File: src/rtl/vram_access_arbiter_if.sv
// Signal bundle between the VRAM arbiter, its two requesters (video fetch, CPU) and the SRAM.
// The master modport is the arbiter's view; the slave modport is the requesters' and SRAM's view.
interface vram_access_arbiter_if #(
    parameter int AddrWidth = 16
);
    // video fetch port (read-only)
    logic                 i_vid_req;
    logic [AddrWidth-1:0] i_vid_addr;
    logic                 o_vid_ack;
    logic                 o_vid_rvalid;
    logic [7:0]           o_vid_rdata;

    // CPU port
    logic                 i_cpu_req;
    logic                 i_cpu_we;
    logic [AddrWidth-1:0] i_cpu_addr;
    logic [7:0]           i_cpu_wdata;
    logic                 o_cpu_ack;
    logic                 o_cpu_rvalid;
    logic [7:0]           o_cpu_rdata;

    // SRAM pins and external data bus driver
    logic                 o_ram_ce_b;
    logic                 o_ram_re_b;
    logic                 o_ram_we_b;
    logic [AddrWidth-1:0] o_ram_addr;
    logic [7:0]           o_ram_wdata;
    logic                 o_ram_data_oe_b;
    logic [7:0]           i_ram_rdata;

    logic                 o_busy;

    modport master (
        input  i_vid_req, i_vid_addr,
        output o_vid_ack, o_vid_rvalid, o_vid_rdata,
        input  i_cpu_req, i_cpu_we, i_cpu_addr, i_cpu_wdata,
        output o_cpu_ack, o_cpu_rvalid, o_cpu_rdata,
        output o_ram_ce_b, o_ram_re_b, o_ram_we_b, o_ram_addr, o_ram_wdata, o_ram_data_oe_b,
        input  i_ram_rdata,
        output o_busy
    );

    modport slave (
        output i_vid_req, i_vid_addr,
        input  o_vid_ack, o_vid_rvalid, o_vid_rdata,
        output i_cpu_req, i_cpu_we, i_cpu_addr, i_cpu_wdata,
        input  o_cpu_ack, o_cpu_rvalid, o_cpu_rdata,
        input  o_ram_ce_b, o_ram_re_b, o_ram_we_b, o_ram_addr, o_ram_wdata, o_ram_data_oe_b,
        output i_ram_rdata,
        input  o_busy
    );
endinterface

File: src/rtl/vram_access_arbiter.sv
// Shares one async 8-bit SRAM between the video fetcher and the CPU, sequencing every
// access as ADDR -> STROBE x StrobeCycles -> RECOVER with registered, glitch-free strobes.
module vram_access_arbiter #(
    parameter int AddrWidth    = 16,
    parameter int StrobeCycles = 2
) (
    input  logic                  i_clk,
    input  logic                  i_rst_b,
    vram_access_arbiter_if.master bus
);
    localparam int CntW = (StrobeCycles > 1) ? $clog2(StrobeCycles) : 1;
    localparam logic [CntW-1:0] CntLast = CntW'(StrobeCycles - 1);

    typedef enum logic [1:0] {IDLE, ADDR, STROBE, RECOVER} state_e;
    typedef enum logic {PORT_VID, PORT_CPU} port_e;

    state_e               state_q, state_d;
    logic [CntW-1:0]      cnt_q, cnt_d;
    port_e                port_q, last_grant_q;
    logic                 we_q, we_d;
    logic                 vid_wins, cpu_wins, grant_vid, grant_cpu, read_done;

    logic                 ce_b_q, re_b_q, we_b_q, oe_b_q;
    logic [AddrWidth-1:0] addr_q;
    logic [7:0]           wdata_q, vid_rdata_q, cpu_rdata_q;
    logic                 vid_ack_q, cpu_ack_q, vid_rvalid_q, cpu_rvalid_q;

    // NOTE: sequential state uses non-blocking assignments so every flop samples pre-edge values.
    always_ff @(posedge i_clk or negedge i_rst_b) begin
        if (!i_rst_b) state_q <= IDLE;
        else          state_q <= state_d;
    end

    // NOTE: every variable gets a default first, so no path through the case infers a latch.
    always_comb begin
        state_d   = state_q;
        cnt_d     = cnt_q;
        grant_vid = 1'b0;
        grant_cpu = 1'b0;
        // on a tie the port that did not win last time takes the slot
        vid_wins  = bus.i_vid_req && (!bus.i_cpu_req || last_grant_q == PORT_CPU);
        cpu_wins  = bus.i_cpu_req && !vid_wins;
        unique case (state_q)
            IDLE, RECOVER: begin
                if (vid_wins || cpu_wins) begin
                    state_d   = ADDR;
                    grant_vid = vid_wins;
                    grant_cpu = cpu_wins;
                end else begin
                    state_d = IDLE;
                end
            end
            ADDR: begin
                state_d = STROBE;
                cnt_d   = '0;
            end
            STROBE: begin
                if (cnt_q == CntLast) state_d = RECOVER;
                else                  cnt_d   = cnt_q + CntW'(1);
            end
            default: state_d = IDLE;
        endcase
        we_d      = grant_cpu ? bus.i_cpu_we : (grant_vid ? 1'b0 : we_q);
        read_done = (state_q == STROBE) && (state_d == RECOVER) && !we_q;
    end

    // Strobes are decoded from the next state and registered, so the SRAM sees clean edges.
    always_ff @(posedge i_clk or negedge i_rst_b) begin
        if (!i_rst_b) begin
            cnt_q        <= '0;
            port_q       <= PORT_CPU;
            last_grant_q <= PORT_CPU;
            we_q         <= 1'b0;
            ce_b_q       <= 1'b1;
            re_b_q       <= 1'b1;
            we_b_q       <= 1'b1;
            oe_b_q       <= 1'b1;
            addr_q       <= '0;
            wdata_q      <= '0;
            vid_rdata_q  <= '0;
            cpu_rdata_q  <= '0;
            vid_ack_q    <= 1'b0;
            cpu_ack_q    <= 1'b0;
            vid_rvalid_q <= 1'b0;
            cpu_rvalid_q <= 1'b0;
        end else begin
            cnt_q <= cnt_d;
            we_q  <= we_d;
            if (grant_vid || grant_cpu) begin
                port_q       <= grant_cpu ? PORT_CPU : PORT_VID;
                last_grant_q <= grant_cpu ? PORT_CPU : PORT_VID;
                addr_q       <= grant_cpu ? bus.i_cpu_addr : bus.i_vid_addr;
            end
            if (grant_cpu && bus.i_cpu_we) wdata_q <= bus.i_cpu_wdata;

            ce_b_q <= (state_d == IDLE);
            re_b_q <= !((state_d == STROBE) && !we_d);
            we_b_q <= !((state_d == STROBE) && we_d);
            // driver stays on from ADDR through RECOVER, and across back-to-back writes
            oe_b_q <= !((state_d != IDLE) && we_d);

            vid_ack_q    <= grant_vid;
            cpu_ack_q    <= grant_cpu;
            vid_rvalid_q <= read_done && (port_q == PORT_VID);
            cpu_rvalid_q <= read_done && (port_q == PORT_CPU);
            if (read_done && port_q == PORT_VID) vid_rdata_q <= bus.i_ram_rdata;
            if (read_done && port_q == PORT_CPU) cpu_rdata_q <= bus.i_ram_rdata;
        end
    end

    assign bus.o_ram_ce_b      = ce_b_q;
    assign bus.o_ram_re_b      = re_b_q;
    assign bus.o_ram_we_b      = we_b_q;
    assign bus.o_ram_data_oe_b = oe_b_q;
    assign bus.o_ram_addr      = addr_q;
    assign bus.o_ram_wdata     = wdata_q;
    assign bus.o_vid_ack       = vid_ack_q;
    assign bus.o_cpu_ack       = cpu_ack_q;
    assign bus.o_vid_rvalid    = vid_rvalid_q;
    assign bus.o_cpu_rvalid    = cpu_rvalid_q;
    assign bus.o_vid_rdata     = vid_rdata_q;
    assign bus.o_cpu_rdata     = cpu_rdata_q;
    assign bus.o_busy          = (state_q != IDLE);
endmodule

File: src/flat_wrapper.sv
// flat-port wrapper written by rule: the top's interface ports become plain ports
module vram_access_arbiter_flat 
#(
    parameter int AddrWidth    = 16,
    parameter int StrobeCycles = 2
)
  (i_clk, i_rst_b, bus_i_vid_req, bus_i_vid_addr, bus_o_vid_ack, bus_o_vid_rvalid, bus_o_vid_rdata, bus_i_cpu_req, bus_i_cpu_we, bus_i_cpu_addr, bus_i_cpu_wdata, bus_o_cpu_ack, bus_o_cpu_rvalid, bus_o_cpu_rdata, bus_o_ram_ce_b, bus_o_ram_re_b, bus_o_ram_we_b, bus_o_ram_addr, bus_o_ram_wdata, bus_o_ram_data_oe_b, bus_i_ram_rdata, bus_o_busy);
  vram_access_arbiter_if #(.AddrWidth(AddrWidth)) bus_i ();
  input  logic i_clk;
  input  logic i_rst_b;
  input wire logic [$bits(bus_i.i_vid_req)-1:0] bus_i_vid_req;
  input wire logic [$bits(bus_i.i_vid_addr)-1:0] bus_i_vid_addr;
  output wire logic [$bits(bus_i.o_vid_ack)-1:0] bus_o_vid_ack;
  output wire logic [$bits(bus_i.o_vid_rvalid)-1:0] bus_o_vid_rvalid;
  output wire logic [$bits(bus_i.o_vid_rdata)-1:0] bus_o_vid_rdata;
  input wire logic [$bits(bus_i.i_cpu_req)-1:0] bus_i_cpu_req;
  input wire logic [$bits(bus_i.i_cpu_we)-1:0] bus_i_cpu_we;
  input wire logic [$bits(bus_i.i_cpu_addr)-1:0] bus_i_cpu_addr;
  input wire logic [$bits(bus_i.i_cpu_wdata)-1:0] bus_i_cpu_wdata;
  output wire logic [$bits(bus_i.o_cpu_ack)-1:0] bus_o_cpu_ack;
  output wire logic [$bits(bus_i.o_cpu_rvalid)-1:0] bus_o_cpu_rvalid;
  output wire logic [$bits(bus_i.o_cpu_rdata)-1:0] bus_o_cpu_rdata;
  output wire logic [$bits(bus_i.o_ram_ce_b)-1:0] bus_o_ram_ce_b;
  output wire logic [$bits(bus_i.o_ram_re_b)-1:0] bus_o_ram_re_b;
  output wire logic [$bits(bus_i.o_ram_we_b)-1:0] bus_o_ram_we_b;
  output wire logic [$bits(bus_i.o_ram_addr)-1:0] bus_o_ram_addr;
  output wire logic [$bits(bus_i.o_ram_wdata)-1:0] bus_o_ram_wdata;
  output wire logic [$bits(bus_i.o_ram_data_oe_b)-1:0] bus_o_ram_data_oe_b;
  input wire logic [$bits(bus_i.i_ram_rdata)-1:0] bus_i_ram_rdata;
  output wire logic [$bits(bus_i.o_busy)-1:0] bus_o_busy;
  assign bus_i.i_vid_req = bus_i_vid_req;
  assign bus_i.i_vid_addr = bus_i_vid_addr;
  assign bus_o_vid_ack = bus_i.o_vid_ack;
  assign bus_o_vid_rvalid = bus_i.o_vid_rvalid;
  assign bus_o_vid_rdata = bus_i.o_vid_rdata;
  assign bus_i.i_cpu_req = bus_i_cpu_req;
  assign bus_i.i_cpu_we = bus_i_cpu_we;
  assign bus_i.i_cpu_addr = bus_i_cpu_addr;
  assign bus_i.i_cpu_wdata = bus_i_cpu_wdata;
  assign bus_o_cpu_ack = bus_i.o_cpu_ack;
  assign bus_o_cpu_rvalid = bus_i.o_cpu_rvalid;
  assign bus_o_cpu_rdata = bus_i.o_cpu_rdata;
  assign bus_o_ram_ce_b = bus_i.o_ram_ce_b;
  assign bus_o_ram_re_b = bus_i.o_ram_re_b;
  assign bus_o_ram_we_b = bus_i.o_ram_we_b;
  assign bus_o_ram_addr = bus_i.o_ram_addr;
  assign bus_o_ram_wdata = bus_i.o_ram_wdata;
  assign bus_o_ram_data_oe_b = bus_i.o_ram_data_oe_b;
  assign bus_i.i_ram_rdata = bus_i_ram_rdata;
  assign bus_o_busy = bus_i.o_busy;
  vram_access_arbiter #(.AddrWidth(AddrWidth), .StrobeCycles(StrobeCycles)) u_core (.i_clk(i_clk), .i_rst_b(i_rst_b), .bus(bus_i));
endmodule
File: config.mk
export PLATFORM = sky130hd
export DESIGN_NAME = vram_access_arbiter_flat
export DESIGN_NICKNAME = d
export VERILOG_FILES = /design/src/rtl/vram_access_arbiter_if.sv /design/src/rtl/vram_access_arbiter.sv /design/src/flat_wrapper.sv
export SDC_FILE = /design/constraint.sdc
export NUM_CORES = 1
export LEC_CHECK = 0
export ABC_CLOCK_PERIOD_IN_PS = 3450
export BUFFER_PORTS_ARGS = -buffer_cell sky130_fd_sc_hd__buf_2
export CAP_MARGIN = 40
export CORE_MARGIN = 4
export CORE_UTILIZATION = 40
export DETAILED_ROUTE_END_ITERATION = 16
export PLACE_DENSITY = 0.7
export SLEW_MARGIN = 30
export SYNTH_ARGS = -nofsm -noshare
export SYNTH_HDL_FRONTEND = slang
export SYNTH_SLANG_ARGS = --single-unit
File: constraint.sdc
create_clock -name i_clk -period 3.45 [get_ports i_clk]
set_clock_uncertainty 0.1 [all_clocks]
set_input_delay 0.1725 -clock i_clk [delete_from_list [all_inputs] [get_ports i_clk]]
set_output_delay 0.1725 -clock i_clk [all_outputs]
set_load 0.02 [all_outputs]
[Word-level counts from Yosys, hierarchy flattened]
Index checks and enable logic that the tools add are counted.
Word-level totals
  register bits after elaboration: 53
Operators by class
  equality and inequality tests: 5
  bitwise gates (word level): 1
  add/subtract/negate cells: 1
  reductions and logical operators: 26
  muxes and demuxes: 13
Operators with widths (number)
  $mux W16: 1
  $logic_and A1 B1 Y1: 10
  $mux W1: 9
  $eq A2 B2 Y1 const B: 4
  $logic_not A1 Y1: 7
  $pmux W2 S3: 1
  $reduce_bool A2 Y1: 3
  $logic_not A2 Y1: 2
  $logic_or A1 B1 Y1: 3
  $eq A2 B1 Y1 const B: 1
  $mux W2: 1
  $pmux W1 S2: 1
  $reduce_or A2 Y1: 1
  $add A1 B1 Y1 const B: 1
  $not A1 Y1: 1

[Depth between registers and ports, before layout]
  depth in word-level cells: 13
  mapped depth: 8

[Worst setup path before layout]
No wires, ideal clock.
  path kind: register -> register
  start: register u_core.state_q[0]
  end: register u_core.cpu_rdata_q[0], in the netlist u_core.bus.o_cpu_rdata[0]
  arrival time: 1984 ps
  setup slack: 1242 ps
  cell stages (with the launch flop): 7
  data required time: 3225 ps
  cell sequence: dfrtp_1 inv_1 ha_1 clkbuf_2 o21bai_4 a2111oi_4 mux2_2
On the way
  cells in the longest elaborated chain, start to end: 7
  elaborated cells between the ends (all ways): 11
RTL lines
  start: declaration: RTL line vram_access_arbiter.sv:17  | state_e state_q, state_d;
  start signal: assignment: RTL line vram_access_arbiter.sv:31  | else state_q <= state_d;
  $eq A2 B2 Y1 / $logic_not A2 Y1 (equally long branches): RTL line vram_access_arbiter.sv:43  | unique case (state_q)
  $reduce_or A2 Y1: RTL line vram_access_arbiter.sv:43
  $pmux W2 S3: RTL line vram_access_arbiter.sv:43
  $eq A2 B2 Y1: RTL line vram_access_arbiter.sv:64  | read_done = (state_q == STROBE) && (state_d == RECOVER) && !we_q;
  $logic_and A1 B1 Y1 * (2 in a row): RTL line vram_access_arbiter.sv:64
  $logic_and A1 B1 Y1 *: RTL line vram_access_arbiter.sv:107  | if (read_done && port_q == PORT_CPU) cpu_rdata_q <= bus.i_ram_rdata;
  end signal: assignment: RTL line vram_access_arbiter.sv:107
  end: declaration: RTL line vram_access_arbiter.sv:25  | logic [7:0] wdata_q, vid_rdata_q, cpu_rdata_q;
Mark *: on every way between the ends. The rest lies on a longest branch, timed or not.
A chain may end at the register's enable or synchronous reset.

[Worst setup path in the final report]
  start: register u_core.state_q[0]
  end: register u_core.vid_rdata_q[7], in the netlist u_core.bus.o_vid_rdata[7]
On the way
  cells in the longest elaborated chain, start to end: 7
  elaborated cells between the ends (all ways): 11
RTL lines
  $eq A2 B2 Y1 / $logic_not A2 Y1 (equally long branches): RTL line vram_access_arbiter.sv:43
  $reduce_or A2 Y1: RTL line vram_access_arbiter.sv:43
  $pmux W2 S3: RTL line vram_access_arbiter.sv:43
  $eq A2 B2 Y1: RTL line vram_access_arbiter.sv:64
  $logic_and A1 B1 Y1 * (2 in a row): RTL line vram_access_arbiter.sv:64
  $logic_and A1 B1 Y1 *: RTL line vram_access_arbiter.sv:106  | if (read_done && port_q == PORT_VID) vid_rdata_q <= bus.i_ram_rdata;
  end signal: assignment: RTL line vram_access_arbiter.sv:106
  end: declaration: RTL line vram_access_arbiter.sv:25
Marked as above.

==> out/results.md <==
| Parameter | This run |
|:---|:---|
| N_diodes | 0 |
| First-pass detailed-route iteration total | 4 |
| Total number of nets in the final design | 360 |
| Areal power density over the cells | 912 nW/um^2 |
| Number of max-cap violations | 0 |
| Path type of the worst min-delay path | in -> reg |
| Chip width | 83.4 um |
| TritonCTS clock tree | done |
| Final wirelength | 5.36 mm |
| Most frequent standard cell in the layout excluding fill and tap cells | sky130_fd_sc_hd__buf_2 |
| Post-route core utilization | 56.3% |
| Commonest non-fill, non-tap cells in the layout | sky130_fd_sc_hd__buf_2, sky130_fd_sc_hd__dfrtp_1, sky130_fd_sc_hd__mux2_2, sky130_fd_sc_hd__a21oi_1 |
| Final Hold Fails | 0 |
| Total chip power | 2.83 mW |
| Starting Density | 41.3% |
| Synthesized netlist cell count | 191 |
| Via Count | 1832 |
| Clock-pin slew of the registers on the worst-case setup and hold paths | 0.10 ns |
| Tcrit/Tclk final | 71.7% |
| Register area share after synthesis | 58.6% |
| Finished layout cell area | 3100 sq um |
| Share of final-layout standard cells stronger than drive strength 1 | 48.9% |
| Clk Tree Root Cell | sky130_fd_sc_hd__clkbuf_8 |
| Die outline area | 6950 sq um |
| Startpoint of the worst register-to-register path | u_core.state_q[0] |
| Final worst slack | 0.975 ns |
| Floorplan die height | 83.4 um |
| Number of buffers added on ports | 101 |
| Number of buffers created by CTS | 5 |
| Worst supply voltage drop on vdd | 0.526 mV |
| Final setup violating endpoints | 0 |
| Final critical path time including I/O delays and setup | 2.47 ns |
| Setup CP Type | reg -> reg |
| Startpoint of the tightest hold check path | bus_i_ram_rdata[6] |
| Post-synthesis net count | 247 |
| Pin count of the biggest net entering global routing | 36 |
| HPWL after detailed placement | 3.80 mm |
| Crit path launch type | flop |
| Number of antenna violations at the first check in global routing | 0 |
| Endpoint required time on the critical path | 3.55 ns |
| Overall Global Routing Usage | 15.7% |
| Post-synth EDFFs | 0 |
| Peak clock frequency supported by timing | 0.404 GHz |
| Data arrival, critical path | 2.57 ns |
| Cell Area, Placed | 2840 sq um |
| Headroom to the max-slew limit | 52.1% |
| H-tree depth reported by CTS | 2 |
| Count of nets left with antenna violations after detail routing | 0 |
| Placed Instances | 354 |
| Outcome | finished, final reports clean |
| Final-layout worst hold slack | 0.0222 ns |
| Worst setup slack before clock tree synthesis | 0.774 ns |
| Yosys synthesis warning count | 0 |
| Top FF cell, synth | sky130_fd_sc_hd__dfrtp_1 |
| Highest net fanout along the worst path | 9 |
| Core Box Area | 5510 sq um |
| Launch point of the worst path | u_core.state_q[0] |
| Mean number of vias per cell | 4.86 |
| I/O pin count | 102 |
| Global-route wire length before repair | 8.99 mm |
| Critical-path top delay cell | sky130_fd_sc_hd__a2111oi_4 |
| Vias in the first global route | 1904 |
| Aggregate negative setup slack | 0 ns |
| Capturing element type of the critical path | flop |
| Number of non-filler instances in the completed layout | 377 |
| Starting DRC count in detailed routing | 71 |
| Clock latency reported for the late side of the worst-skew pair | 0.30 ns |
| Resize count post-CTS | 0 |
| Synth unique cells | 29 |
| FF+latch count, synth | 53 |
| Routed wire length per instance | 14.2 um |
| Post-Synthesis Mean Instance Area | 11.9 sq um |
| Number of sinks on the clock net | 53 |
| RSZ-0062 raised after global routing | no |
| Residual DRC | 0 |
| FP Rows | 27 |
| Leakage power summed over all cells | 1.50 nW |
| Pin slew with the least headroom to its limit | 0.719 ns |
| Final count of pins violating max slew | 0 |
| Synthesized cell area | 2270 sq um |
| Total grt overflow | 0 |
| Final weighted congestion of routability-driven global placement | 0.732 |
| CP cell instances | inv_1 -> ha_1 -> o211ai_2 -> a2111oi_4 -> mux2_2 |
| Number of buffers on the longest clock path | 2 |
| Crit-path max cell delay | 0.75 ns |
| Post-synthesis async set-or-reset flop share | 100% |
| Area added between synthesis and finish | 36.4% |
==> state kept, by name, indices dropped and copies added, names as in the netlist, 2 cells and up <==
name,count
u_core.bus.o_ram_addr,16
u_core.bus.o_cpu_rdata,8
u_core.bus.o_ram_wdata,8
u_core.bus.o_vid_rdata,8
u_core.state_q,2
==> layer usage <==
| layer | up-vias | GRT usage [%] | share of wire (%) | wire length (um) |
|---|---|---|---|---|
| met2 | 59 | 27.9 | 52 | 2800 |
| li1 | 890 | - | - | - |
| met1 | 877 | 18.1 | 40 | 2140 |
| met5 | - | 0 | 0 | 0 |
| met4 | 0 | 5.20 | 1.4 | 74 |
| met3 | 6 | 4.37 | 6.6 | 353 |
==> logic make-up after synthesis <==
group                    after synthesis  share of synthesized area [%]
AO/OA/AOI/OAI                         48                           15.9
adder cells (fa/ha/maj)                3                           1.65
buffers and inverters                 19                           3.25
flip-flops                            53                           58.6
multiplexers                          25                           12.4
AND/OR/NAND/NOR                       43                           8.20
==> path summary, 6_finish.rpt <==
kind	to	slack [ns]	cells past startpoint
max in group asynchronous	u_core.bus.o_ram_ce_b	2.58	3
worst min register to register	u_core.bus.o_ram_addr[8]	0.38	2
min in group asynchronous	u_core.bus.o_vid_rdata[4]	0.13	2
worst max register to register	u_core.bus.o_vid_rdata[7]	0.98	5
worst min-delay path	u_core.bus.o_vid_rdata[6]	0.02	2
worst max-delay path	u_core.bus.o_vid_rdata[7]	0.98	5
==> synthesized netlist by cell type, drive strengths merged (2+ instances only) <==
master   number  area (sq um)
dfrtp        48          1200
mux2         25           282
a21oi        20           100
nand2        18          67.6
nor2         18          67.6
o31ai        16           120
clkbuf       10          38.8
inv           7          26.3
dfstp         5           131
ha            3          37.5
a2111oi       2          55.1
buf           2          8.75
nand3b        2          15.0
o211ai        2          20.0
o21ai         2          10.0
==> layout make-up <==
| cell class | count | area, sq um |
|---|---|---|
| Tap cell | 72 | 90.1 |
| Sequential cell | 53 | 1330 |
| Clock inverter | 2 | 15.0 |
| Clock buffer | 6 | 72.6 |
| Inverter | 7 | 26.3 |
| Timing Repair Buffer | 118 | 698 |
| Fill cell | 477 | 2400 |
| Multi-Input combinational cell | 119 | 867 |
==> worst max-delay path: cells and delay by family, from the launching register on <==
kind,cells,cell delay [ns]
AOI/OAI and AO/OA,2,0.95
adders and majority gates,1,0.43
buffers and inverters,1,0.08
DFF,1,0.39
muxes,1,0.41
==> repair_timing <==
item	CTS	global route
hold endpoints to repair	41	2
hold buffers	11	2
setup buffers	0	0
==> power breakdown <==
group / leakage (nW) / total (mW) / switching (mW) / internal, mW
Clock: 0.0374 / 0.341 / 0.198 / 0.143
Sequential: 0.636 / 1.08 / 0.150 / 0.925
Combinational: 0.822 / 1.41 / 0.859 / 0.554
No activity file was read; power rests on OpenSTA's default activity.
